[config.mk]
export PLATFORM = sky130hd
export DESIGN_NAME = song_sequencer
export DESIGN_NICKNAME = d
export VERILOG_FILES = /design/src/rtl/music_pkg.sv /design/src/rtl/ms_timer.sv /design/src/rtl/song_sequencer.sv
export SDC_FILE = /design/constraint.sdc
export NUM_CORES = 1
export LEC_CHECK = 0
export BUFFER_PORTS_ARGS = -buffer_cell sky130_fd_sc_hd__buf_4
export CORE_UTILIZATION = 35
export DETAILED_ROUTE_END_ITERATION = 8
export SLEW_MARGIN = 20
export SYNTH_ARGS = -nofsm -noshare
export SYNTH_HDL_FRONTEND = slang
export SYNTH_HIERARCHICAL = 1
export SYNTH_SLANG_ARGS = --single-unit
[constraint.sdc]
create_clock -name clk -period 9.79 [get_ports clk]
set_input_delay 0.4895 -clock clk [delete_from_list [all_inputs] [get_ports clk]]
set_output_delay 0.4895 -clock clk [all_outputs]
set_load 0.1 [all_outputs]
[src/rtl/music_pkg.sv]
// music_pkg: shared types and constants for the song sequencer.
// The GAP state only exists when ARTIC_GAP_EN is defined.
package music_pkg;

    localparam int PERIOD_W_DEF = 16;
    localparam int DUR_W_DEF    = 10;

    // State encodings
    localparam logic [2:0] ENC_IDLE  = 3'd0;
    localparam logic [2:0] ENC_FETCH = 3'd1;
    localparam logic [2:0] ENC_LOAD  = 3'd2;
    localparam logic [2:0] ENC_PLAY  = 3'd3;
    localparam logic [2:0] ENC_GAP   = 3'd4;
    localparam logic [2:0] ENC_DONE  = 3'd5;

    typedef enum logic [2:0] {
        ST_IDLE  = ENC_IDLE,
        ST_FETCH = ENC_FETCH,
        ST_LOAD  = ENC_LOAD,
        ST_PLAY  = ENC_PLAY,
`ifdef ARTIC_GAP_EN
        ST_GAP   = ENC_GAP,
`endif
        ST_DONE  = ENC_DONE
    } state_t;

    // Note entry layout: {END, period[PERIOD_W], duration[DUR_W]}
    localparam int DUR_LSB = 0;

    function automatic int end_bit(input int period_w, input int dur_w);
        return period_w + dur_w;
    endfunction

    function automatic int period_lsb(input int dur_w);
        return dur_w;
    endfunction

endpackage

[src/rtl/ms_timer.sv]
// ms_timer: tick prescaler plus millisecond counter. Raises a one-cycle
// expired pulse on the final tick of the target-th millisecond, then
// self-clears so a following interval can start on the next cycle.
module ms_timer #(
    parameter int TICK_W = 16,
    parameter int DUR_W  = 10
) (
    input  logic              clk,
    input  logic              rst,
    input  logic              clear,
    input  logic [TICK_W-1:0] ticks_per_milli,
    input  logic [DUR_W-1:0]  target,
    output logic              expired
);

    logic [TICK_W-1:0] tick_q;
    logic [DUR_W-1:0]  ms_q;
    logic [TICK_W-1:0] tick_last;
    logic              ms_strobe;
    logic [DUR_W:0]    ms_next;

    // Terminal tick decode (zero ticks_per_milli behaves as one) and expiry check
    always_comb begin
        tick_last = (ticks_per_milli == '0) ? '0 : ticks_per_milli - 1'b1;
        ms_strobe = !clear && (tick_q >= tick_last);
        ms_next   = {1'b0, ms_q} + 1'b1;
        expired   = ms_strobe && (ms_next >= {1'b0, target});
    end

    // Counter state; compare uses the live ticks_per_milli so changes apply next compare
    always_ff @(posedge clk) begin
        if (rst || clear || expired) begin
            tick_q <= '0;
            ms_q   <= '0;
        end else if (ms_strobe) begin
            tick_q <= '0;
            ms_q   <= ms_next[DUR_W-1:0];
        end else begin
            tick_q <= tick_q + 1'b1;
        end
    end

endmodule

[src/rtl/song_sequencer.sv]
// song_sequencer: walks a note ROM and drives the tone generator.
// Optional articulation gap between tones: define ARTIC_GAP_EN.
module song_sequencer
    import music_pkg::*;
#(
    parameter int ADDR_W   = 5,
    parameter int PERIOD_W = PERIOD_W_DEF,
    parameter int DUR_W    = DUR_W_DEF
`ifdef ARTIC_GAP_EN
    ,
    parameter int GAP_MS   = 20
`endif
) (
    input  logic                      clk,
    input  logic                      rst,
    input  logic [15:0]               ticks_per_milli,
    input  logic                      start,
    input  logic                      stop,
    input  logic                      loop_en,
    output logic [ADDR_W-1:0]         rom_addr,
    input  logic [PERIOD_W+DUR_W:0]   rom_data,
    output logic [PERIOD_W-1:0]       tone_period,
    output logic                      tone_en,
    output logic                      busy,
    output logic                      done
);

    localparam int END_BIT = end_bit(PERIOD_W, DUR_W);
    localparam int PER_LSB = period_lsb(DUR_W);
    localparam logic [ADDR_W-1:0] ADDR_LAST = '1;

    state_t                state_q, state_d;
    logic [ADDR_W-1:0]     addr_q, addr_d;
    logic [PERIOD_W-1:0]   per_q, per_d;
    logic                  en_q, en_d;
    logic                  start_q;
    logic [DUR_W-1:0]      dur_q;

    logic                  ent_end;
    logic [PERIOD_W-1:0]   ent_per;
    logic [DUR_W-1:0]      ent_dur;

    logic                  tmr_clear;
    logic [DUR_W-1:0]      tmr_target;
    logic                  tmr_expired;

    logic                  advance;
    logic                  song_end;

    assign ent_end = rom_data[END_BIT];
    assign ent_per = rom_data[PER_LSB +: PERIOD_W];
    assign ent_dur = rom_data[DUR_LSB +: DUR_W];

    // Timer runs only while a timed state is active; counters sit at zero otherwise
    always_comb begin
`ifdef ARTIC_GAP_EN
        tmr_clear  = !(state_q == ST_PLAY || state_q == ST_GAP);
        tmr_target = (state_q == ST_GAP) ? DUR_W'(GAP_MS) : dur_q;
`else
        tmr_clear  = (state_q != ST_PLAY);
        tmr_target = dur_q;
`endif
    end

    ms_timer #(
        .TICK_W (16),
        .DUR_W  (DUR_W)
    ) u_ms_timer (
        .clk             (clk),
        .rst             (rst),
        .clear           (tmr_clear),
        .ticks_per_milli (ticks_per_milli),
        .target          (tmr_target),
        .expired         (tmr_expired)
    );

    // Next-state and output decode; stop overrides everything else
    always_comb begin
        state_d  = state_q;
        addr_d   = addr_q;
        per_d    = per_q;
        en_d     = en_q;
        advance  = 1'b0;
        song_end = 1'b0;

        case (state_q)
            ST_IDLE: begin
                en_d = 1'b0;
                if (start_q) begin
                    addr_d  = '0;
                    state_d = ST_FETCH;
                end
            end
            ST_FETCH: state_d = ST_LOAD;
            ST_LOAD: begin
                if (ent_end) begin
                    song_end = 1'b1;
                end else if (ent_dur == '0) begin
                    addr_d  = addr_q + 1'b1;
                    state_d = ST_FETCH;
                end else begin
                    per_d   = ent_per;
                    en_d    = (ent_per != '0);
                    state_d = ST_PLAY;
                end
            end
            ST_PLAY: begin
                if (tmr_expired) begin
`ifdef ARTIC_GAP_EN
                    if (per_q != '0) begin
                        en_d    = 1'b0;
                        state_d = ST_GAP;
                    end else begin
                        advance = 1'b1;
                    end
`else
                    advance = 1'b1;
`endif
                end
            end
`ifdef ARTIC_GAP_EN
            ST_GAP: begin
                if (tmr_expired) begin
                    advance = 1'b1;
                end
            end
`endif
            ST_DONE: state_d = ST_IDLE;
            default: state_d = ST_IDLE;
        endcase

        // Last ROM slot behaves like an END marker rather than wrapping to 0
        if (advance) begin
            if (addr_q == ADDR_LAST) begin
                song_end = 1'b1;
            end else begin
                addr_d  = addr_q + 1'b1;
                state_d = ST_FETCH;
            end
        end

        if (song_end) begin
            if (loop_en) begin
                addr_d  = '0;
                state_d = ST_FETCH;
            end else begin
                en_d    = 1'b0;
                state_d = ST_DONE;
            end
        end

        if (stop) begin
            state_d = ST_IDLE;
            addr_d  = '0;
            per_d   = '0;
            en_d    = 1'b0;
        end
    end

    // Control and tone output registers; start is registered at the pin boundary
    always_ff @(posedge clk) begin
        if (rst) begin
            state_q <= ST_IDLE;
            addr_q  <= '0;
            per_q   <= '0;
            en_q    <= 1'b0;
            start_q <= 1'b0;
        end else begin
            state_q <= state_d;
            addr_q  <= addr_d;
            per_q   <= per_d;
            en_q    <= en_d;
            start_q <= start;
        end
    end

    // Duration of the note being played, captured when the entry is decoded
    always_ff @(posedge clk) begin
        if (state_q == ST_LOAD) begin
            dur_q <= ent_dur;
        end
    end

    assign rom_addr    = addr_q;
    assign tone_period = per_q;
    assign tone_en     = en_q;
    assign busy        = (state_q != ST_IDLE);
    assign done        = (state_q == ST_DONE);

endmodule
==> run summary, run 1 <==
Worst Path Max Fanout = 16
post-synthesis compound-gate area fraction = 0.08849
largest family of logic cells by synthesized area = simple AND/OR/NAND/NOR gates
CTS hold repair buffers = 0
post-detail-place hpwl = 6.519 mm
clock sink total = 62
commonest cells after routing, fill and taps aside = buf_4 (73), nor2_1 (54), dfxtp_1 (52), nand2_1 (32), ha_1 (32)
final worst slack = 5.803 ns
initial antenna violation count = 0
Worst setup EP type = flip-flop
most common cell after layout, fill and taps aside = buf_4
sequential fraction of the synthesis area = 0.3607
Yosys Warn Count = 6
Setup TNS Final = 0 ns
drt initial violations = 143
Tot Pwr = 0.5356 mW
Worst Reg-to-Reg Cells = 13
Final nets = 570
Worst Hold Launch = loop_en
worst path cell trace = buf_4, or3_1, or3_1, nor2_2, nand4b_2, and2_1, ha_1, nor2_1, a21oi_1, o311ai_1, and3_4, nor3_1, and3_1, o211ai_1, nand2_1, and4bb_1
Post-CTS Setup Bufs = 0
Netlist Area Pre-Place = 0.003719 mm2
hold path depth = 2
final hold violations = 0
kind of start point of the critical path = input port
Peak VDD IR = 0.06386 mV
worst slew pin tran = 0.7315 ns
post-route insts no fill = 631
num rows = 37
ys flop type = dfxtp_1
post-synth cell types = 58
Synth Net Count = 495
Peak Freq = 250.8 MHz
Final ANT Viol Nets = 0
Syn-to-layout area delta = 23.55%
IO Count = 72
XOR/XNOR share of the synthesized area = 0.08479
CP Data Required Time = 10.07 ns
Hold EP = state_q[2]
cell count after synthesis = 415
Period minus WS final = 3.987 ns
worst skew pair latency = 0.34 ns
number of global-route vias before repair = 3,079
Inserted Diodes = 0
clk_skew = 0.01418 ns
Horiz. Die Dim = 105.1 um
htree depth = 3
CP arrival = 4.27 ns
Buffers on Ports = 71
Min-Delay Path Class = input port to flip-flop
TritonRoute pass-1 iters = 4
Die ar. = 0.01104 mm2
vias per cell = 5.055
fraction of layout cells with a size suffix above 1 = 0.2182
#FFs+latches synth = 62
post-CTS sizing = 0
chip height = 105.1 um
Worst path slowest cell = or3_1
CP most frequent cell = or3_1
Max-Cap Viols = 0
post-synthesis simple-gate area fraction = 0.2709
status = completed
crit-path max cell delay = 0.40 ns
max-slew violations = 0
power per cell area = 116.6 mW/mm2
ys async rst share = 0
routability congestion estimate = 0.7971
syn_area_per_cell = 8.960 um2
worst setup path class = input port to flip-flop
Cells after DPL = 615
Clock Tree Buf Depth = 2
drt wl/cell = 13.22 um
R2R Path End = rom_addr[0]
routed wire length = 8.339 mm
CTS tree = done
DRC errors left = 0
Total Routing Usage GR = 0.1560
mux contribution to synthesized area = 0.05384
total gr overflow = 0
fillcell total = 1,027
Synth Area in Adders = 0.1077
RSZ-0062 raised after global routing = no
Area after DPL = 0.004389 mm2
Placement Setup Slack = 5.470 ns
clk root buf = clkbuf_8
RR Startpoint = u_ms_timer/ms_q[0]
Num CTS Buffers = 9
slack of the worst reg-to-reg path = 6.13 ns
post-route clock period utilization = 0.4072
Static Leak = 1.874 nW
via count = 3,190
first-pass GRT wire length = 13.92 mm
core area = 0.01032 mm2
Starting Density = 0.3602
Rel. slew slack = 0.5101
pin count of the biggest net entering global routing = 20
design area = 0.004594 mm2
number of flops mapped to enable cells by yosys = 10
Worst-path clk slew = 0.07 ns
final setup fails = 0
==> registers in the layout, summed over array words and instances, names as in the netlist <==
name,count
u_ms_timer/ms_q,10
rom_addr,5
tone_period,16
start_q,1
tone_en,1
dur_q,10
state_q,3
u_ms_timer/tick_q,16
==> worst max-delay path by stage <==
stage,start,to,cells past startpoint
global route,ticks_per_milli[7],rom_addr[0],15
floorplan,ticks_per_milli[11],rom_addr[0],17
CTS,ticks_per_milli[11],rom_addr[0],16
detailed placement,ticks_per_milli[11],rom_addr[0],16
finish,ticks_per_milli[11],rom_addr[0],16
global placement,ticks_per_milli[11],rom_addr[0],16
==> stage by stage <==
step | util | hold slack [ns]
floorplan | - | 0.4297
finish | 0.4450 | 0.3337
global placement | 0.4252 | 0.4486
global route | 0.4450 | 0.3176
CTS | 0.4450 | 0.3120
detailed placement | 0.4252 | 0.4519
==> routing by layer <==
layer  up-vias  GRT usage  part of all wire
li1       1640          -                 -
met1      1483     0.1929              0.46
met2        57     0.2597              0.49
met3        10    0.04367             0.044
met4         0    0.05332             0.012
met5         -          0                 0
==> final cells by class <==
type | count | area (um2) | share of cell area
inverters | 19 | 71.32 | 0.01552
well taps | 136 | 170.2 | 0.03704
clock buffers | 10 | 137.6 | 0.02996
flip-flops and latches | 62 | 1341 | 0.2919
repair buffers | 73 | 548.0 | 0.1193
clock inverters | 6 | 67.56 | 0.01471
multi-input cells | 325 | 2258 | 0.4916
==> worst max-delay path: cells and delay by family <==
kind	cells	cell delay [ns]
and+or+nand+nor	11	2.70
buffers and inverters	1	0.12
AOI/OAI and AO/OA	3	0.71
adders and majority gates	1	0.26
==> logic make-up after synthesis <==
family,Yosys count
and+or+nand+nor,183
DFF,62
AOI/OAI and AO/OA,54
xor gates and xnor gates,36
adders and majority gates,32
buffers and inverters,28
muxes,20
==> synthesized netlist by cell type, types with 2 or more instances <==
cell	number	area (um2)
nand4_1	11	68.82
edfxtp_1	10	300.3
or2_2	3	18.77
mux2i_1	20	200.2
buf_6	2	22.52
o21ai_0	14	70.07
o211ai_1	2	15.01
inv_1	19	71.32
nand2_1	32	120.1
o21ai_1	4	20.02
a31oi_1	2	12.51
nor2b_1	3	18.77
nor3_1	16	80.08
a21o_1	2	15.01
ha_1	32	400.4
o31ai_1	2	15.01
clkbuf_1	4	15.01
nand4b_1	3	26.28
nand4bb_1	2	22.52
and3_1	5	31.28
a21oi_1	20	100.1
or4_1	2	15.01
nand3_1	18	90.09
dfxtp_1	52	1041
nor4_1	8	50.05
or3_1	3	18.77
or4b_1	2	20.02
nand2b_1	2	12.51
xor2_1	19	166.4
nor2_1	54	202.7
or4_4	3	33.78
nor3b_1	2	15.01
xnor2_1	17	148.9
==> power breakdown <==
part           internal (mW)  switching [mW]
clock network          0.126           0.107
logic                 0.0210          0.0216
registers              0.259        0.000604
total                  0.407           0.129
(Power assumes the default switching activity.)
==> run 2: changes to the inputs <==
Clock period 9.79 ns to 3.95 ns, I/O delays scaled along.
==> run 2 against run 1 <==
Sequential share of layout area shrank 0.14 points. Global-route usage shrank 0.20 points. First-iteration DRC count grew 7.7%. Final cell count grew 0.63%. Critical path type unchanged. Critical endpoint is now rom_addr[3]. Largest cell class unchanged. Largest power group unchanged.
==> run summary, run 2 (synthesized netlist as in run 1, its figures left out) <==
Net Switching = 0.3136 mW
Setup TNS Final = 0 ns
vias per cell = 5.003
Peak Freq = 285.0 MHz
Rel. slew slack = 0.5716
power per cell area = 281.7 mW/mm2
Clock Tree Buf Depth = 2
worst slew pin tran = 0.6367 ns
Inserted Diodes = 0
max-slew violations = 0
Static Leak = 1.881 nW
area occupied by multi-input gates = 0.002258 mm2
post-CTS sizing = 0
chip height = 105.1 um
CP arrival = 3.78 ns
htree depth = 3
clk root buf = clkbuf_8
Worst-path clk slew = 0.07 ns
Min-Delay Path Class = input port to flip-flop
Worst Hold Launch = loop_en
Peak VDD IR = 0.1502 mV
Post-CTS Setup Bufs = 0
DRC errors left = 0
Worst Path Max Fanout = 16
total gr overflow = 0
pin count of the biggest net entering global routing = 20
design area = 0.004617 mm2
Horiz. Die Dim = 105.1 um
Hold EP = state_q[2]
status = completed
Comb pwr share = 0.081
Total Routing Usage GR = 0.1540
CP Data Required Time = 4.22 ns
slack of the worst reg-to-reg path = 0.54 ns
clk_skew = 0.01134 ns
CTS hold repair buffers = 0
Final nets = 574
routability congestion estimate = 0.8273
final hold violations = 0
most common cell after layout, fill and taps aside = buf_4
Worst Reg-to-Reg Cells = 15
sequential standard cell area = 0.001341 mm2
hold path depth = 2
final setup fails = 0
RSZ-0062 raised after global routing = no
number of global-route vias before repair = 3,077
Syn-to-layout area delta = 24.16%
drt wl/cell = 12.89 um
clock sink total = 62
IO Count = 72
R2R Path End = rom_addr[3]
sequential power share = 0.495
core area = 0.01032 mm2
Starting Density = 0.3602
fillcell total = 1,000
kind of start point of the critical path = input port
Worst setup EP type = flip-flop
Buffers on Ports = 71
fraction of layout cells with a size suffix above 1 = 0.2244
RR Startpoint = u_ms_timer/ms_q[0]
initial antenna violation count = 0
Max-Cap Viols = 0
clock group share of total power = 0.424
num rows = 37
CTS tree = done
Period minus WS final = 3.509 ns
worst skew pair latency = 0.34 ns
Final ANT Viol Nets = 0
internal power = 0.9870 mW
Area after DPL = 0.004419 mm2
TritonRoute pass-1 iters = 4
switching share of power = 0.2411
worst setup path class = input port to flip-flop
commonest cells after routing, fill and taps aside = buf_4 (77), nor2_1 (54), dfxtp_1 (52), nand2_1 (32), ha_1 (32)
Die ar. = 0.01104 mm2
routed wire length = 8.183 mm
via count = 3,177
drt initial violations = 154
Num CTS Buffers = 9
post-detail-place hpwl = 6.399 mm
first-pass GRT wire length = 13.73 mm
post-route clock period utilization = 0.8883
==> run 2: changes by cell type in the layout (fill, tap and decap cells not counted), sizes merged <==
cell      before  now
buf           73   77
clkbuf        10    9
clkinv         2    3
clkinvlp       0    2
inv           22   20
==> run 2: how the worst max path moves through the flow <==
stage,start,to,cells after the start
final,ticks_per_milli[7],rom_addr[3],16
after global routing,ticks_per_milli[7],rom_addr[2],16
after CTS,ticks_per_milli[11],rom_addr[3],17
after detailed placement,ticks_per_milli[11],rom_addr[3],17
after global placement,ticks_per_milli[7],rom_addr[3],17
after floorplan,ticks_per_milli[11],rom_addr[0],17
==> run 2: layer usage <==
metal  wire length [um]  track usage  vias to the layer above
li1                   -            -                     1649
met1               3812       0.1840                     1457
met2               3953       0.2677                       62
met3                313      0.03930                        9
met4                102      0.05131                        0
met5                  0            0                        -
==> run 2: area by class of cell <==
type                    instances  share of cell area
well taps                     136             0.03686
repair buffers                 77              0.1252
clock buffers                   9             0.02683
multi-input cells             325              0.4892
flip-flops and latches         62              0.2905
inverters                      19             0.01545
clock inverters                 7             0.01599
==> run 2: worst max-delay path, stage by stage <==
cell,delay [ns]
buf_4,0.12
or4_4,0.54
nor4_1,0.32
nand4b_2,0.38
and2_1,0.30
ha_1,0.26
nor2_1,0.09
a21oi_1,0.08
o311ai_1,0.30
and3_4,0.25
nor3_1,0.08
and3_1,0.20
o211ai_1,0.24
buf_4,0.17
nand4b_1,0.10
mux2i_1,0.14
==> run 2: through the flow <==
step | util | total power, mW | setup WS (ns) | hold WS, ns | std cells
after floorplan | - | 0.7052 | 0.3823 | 0.2691 | 415
after global placement | 0.4281 | 0.7632 | 0.2291 | 0.3956 | 619
after detailed placement | 0.4281 | 0.7649 | 0.1475 | 0.3947 | 619
after CTS | 0.4472 | 1.325 | 0.4916 | 0.02659 | 635
after global routing | 0.4472 | 1.361 | 0.1448 | 0.02390 | 635
final | 0.4472 | 1.301 | 0.4411 | 0.04548 | 635
==> run 2: power by group through the flow <==
stage / clock (mW) / combinational (mW) / sequential (mW)
floorplan: 0 / 0.0450 / 0.660
global placement: 0 / 0.104 / 0.659
detailed placement: 0 / 0.106 / 0.659
CTS: 0.574 / 0.107 / 0.644
global route: 0.600 / 0.117 / 0.644
finish: 0.551 / 0.105 / 0.644
==> run 3: changes to the inputs <==
Clock period 3.95 ns to 4 ns, I/O delays scaled along.
==> run 3 against run 2 <==
Core utilization barely moved. Total power fell by 2.6%. Sequential power fell by 1%. Cell area barely moved. Hold slack improved by 0.013 ns. Non-clock buffer count is 1 higher. Routed wire length down 0.59%. Register-to-register slack improved by 0.02 ns. Worst setup slack improved by 0.034 ns. Die area is the same. Critical endpoint unchanged. Largest cell class unchanged.
==> run summary, run 3 (synthesized netlist as in run 1, its figures left out) <==
area occupied by multi-input gates = 0.002258 mm2
pin count of the biggest net entering global routing = 20
status = completed
via count = 3,169
Total Routing Usage GR = 0.1530
first-pass GRT wire length = 13.68 mm
Starting Density = 0.3602
final worst slack = 0.4747 ns
Worst Hold Launch = loop_en
Hold EP = state_q[2]
max-slew violations = 0
commonest cells after routing, fill and taps aside = buf_4 (78), nor2_1 (54), dfxtp_1 (52), nand2_1 (32), ha_1 (32)
routed wire length = 8.135 mm
Worst setup EP type = flip-flop
Inserted Diodes = 0
Die ar. = 0.01104 mm2
post-detail-place hpwl = 6.326 mm
met3 Use GR = 0.03993
final hold violations = 0
post-route clock period utilization = 0.8813
number of global-route vias before repair = 3,079
Buffers on Ports = 71
kind of start point of the critical path = input port
sequential standard cell area = 0.001341 mm2
vias per cell = 4.983
Post-CTS Setup Bufs = 0
RR Startpoint = u_ms_timer/ms_q[0]
Peak VDD IR = 0.1420 mV
RSZ-0062 raised after global routing = no
clk_skew = 0.008666 ns
most common cell after layout, fill and taps aside = buf_4
Horiz. Die Dim = 105.1 um
busiest grt layer = met2
worst skew pair latency = 0.33 ns
DRC errors left = 0
Peak Freq = 283.7 MHz
Final nets = 575
clock sink total = 62
Worst path slowest cell = or4_4
slack of the worst reg-to-reg path = 0.56 ns
IO Count = 72
htree depth = 3
Clock Tree Buf Depth = 2
Worst Reg-to-Reg Cells = 15
drt wl/cell = 12.79 um
power per cell area = 274.0 mW/mm2
met2 Track Usage GR = 0.2663
final setup fails = 0
TritonRoute pass-1 iters = 5
Rel. slew slack = 0.5989
GR Layer Usage met1 = 0.1854
clk root buf = clkbuf_8
Static Leak = 1.889 nW
Setup TNS Final = 0 ns
hold path depth = 2
worst slew pin tran = 0.5962 ns
drt initial violations = 120
Placement Setup Slack = 0.1555 ns
Final ANT Viol Nets = 0
Worst-path clk slew = 0.07 ns
worst path cell trace = buf_4, or4_4, or3_1, nor2_1, xor2_1, nand2_1, ha_1, nand4_1, nor3_2, o311ai_1, and3_4, nor3_1, and3_1, o211ai_1, buf_4, nand4b_1, mux2i_1
CP arrival = 3.75 ns
crit-path max cell delay = 0.54 ns
total gr overflow = 0
num rows = 37
Num CTS Buffers = 9
post-CTS sizing = 0
Worst Path Max Fanout = 15
CP most frequent cell = buf_4
core area = 0.01032 mm2
CTS tree = done
CP Data Required Time = 4.22 ns
routability congestion estimate = 0.7903
Syn-to-layout area delta = 24.26%
Max-Cap Viols = 0
Min-Delay Path Class = input port to flip-flop
worst setup path class = input port to flip-flop
Period minus WS final = 3.525 ns
CTS hold repair buffers = 0
initial antenna violation count = 0
R2R Path End = rom_addr[3]
chip height = 105.1 um
fillcell total = 1,001
fraction of layout cells with a size suffix above 1 = 0.2240
-- run 3: changes by cell type in the layout (fill, tap and decap cells not counted) --
cell / previous run / this run
buf_4: 77 / 78
bufinv_16: 1 / 0
clkbuf_1: 0 / 1
clkbuf_16: 0 / 1
clkbuf_8: 9 / 10
clkinv_4: 2 / 1
clkinvlp_4: 2 / 1
-- run 3: layout make-up --
| cell class | count | share of cell area |
|---|---|---|
| multi-input cells | 325 | 0.4888 |
| flip-flops and latches | 62 | 0.2903 |
| clock inverters | 4 | 0.005957 |
| repair buffers | 78 | 0.1267 |
| well taps | 136 | 0.03683 |
| clock buffers | 12 | 0.03601 |
| inverters | 19 | 0.01543 |
-- run 3: how the worst max path moves through the flow --
stage,from,endpoint
3_3_place_gp,ticks_per_milli[7],rom_addr[3]
6_report,ticks_per_milli[7],rom_addr[3]
2_1_floorplan,ticks_per_milli[11],rom_addr[0]
4_1_cts,u_ms_timer/ms_q[0],rom_addr[3]
3_5_place_dp,ticks_per_milli[7],rom_addr[3]
5_1_grt,ticks_per_milli[7],rom_addr[2]
-- run 3: power by group --
group | total [mW] | internal, mW | switching, mW
Combinational | 0.104 | 0.0514 | 0.0524
Clock | 0.526 | 0.280 | 0.246
Sequential | 0.636 | 0.635 | 0.00151
Total | 1.27 | 0.966 | 0.300
-- run 3: metrics by stage --
stage	total power, mW	cell area (um2)	util	hold WS, ns	instances
after global placement	0.7534	4412	0.4273	0.3956	618
after global routing	1.326	4621	0.4476	0.03385	636
after detailed placement	0.7548	4412	0.4273	0.3966	618
final	1.266	4621	0.4476	0.05876	636
after CTS	1.286	4606	0.4461	0.03540	634
after floorplan	0.6964	3719	-	0.2716	415
-- run 3: metal layers --
layer	wire (um)	up-vias
met3	274	4
met2	4003	53
met1	3803	1466
met4	53	0
li1	-	1646
met5	0	-
-- run 3: worst max-delay path: cells and delay by family --
family | cells | cell delay [ns]
mux | 1 | 0.08
fa+ha+maj | 1 | 0.27
buf+inv | 2 | 0.30
compound gates | 2 | 0.27
xor+xnor | 1 | 0.15
simple gates | 10 | 2.47
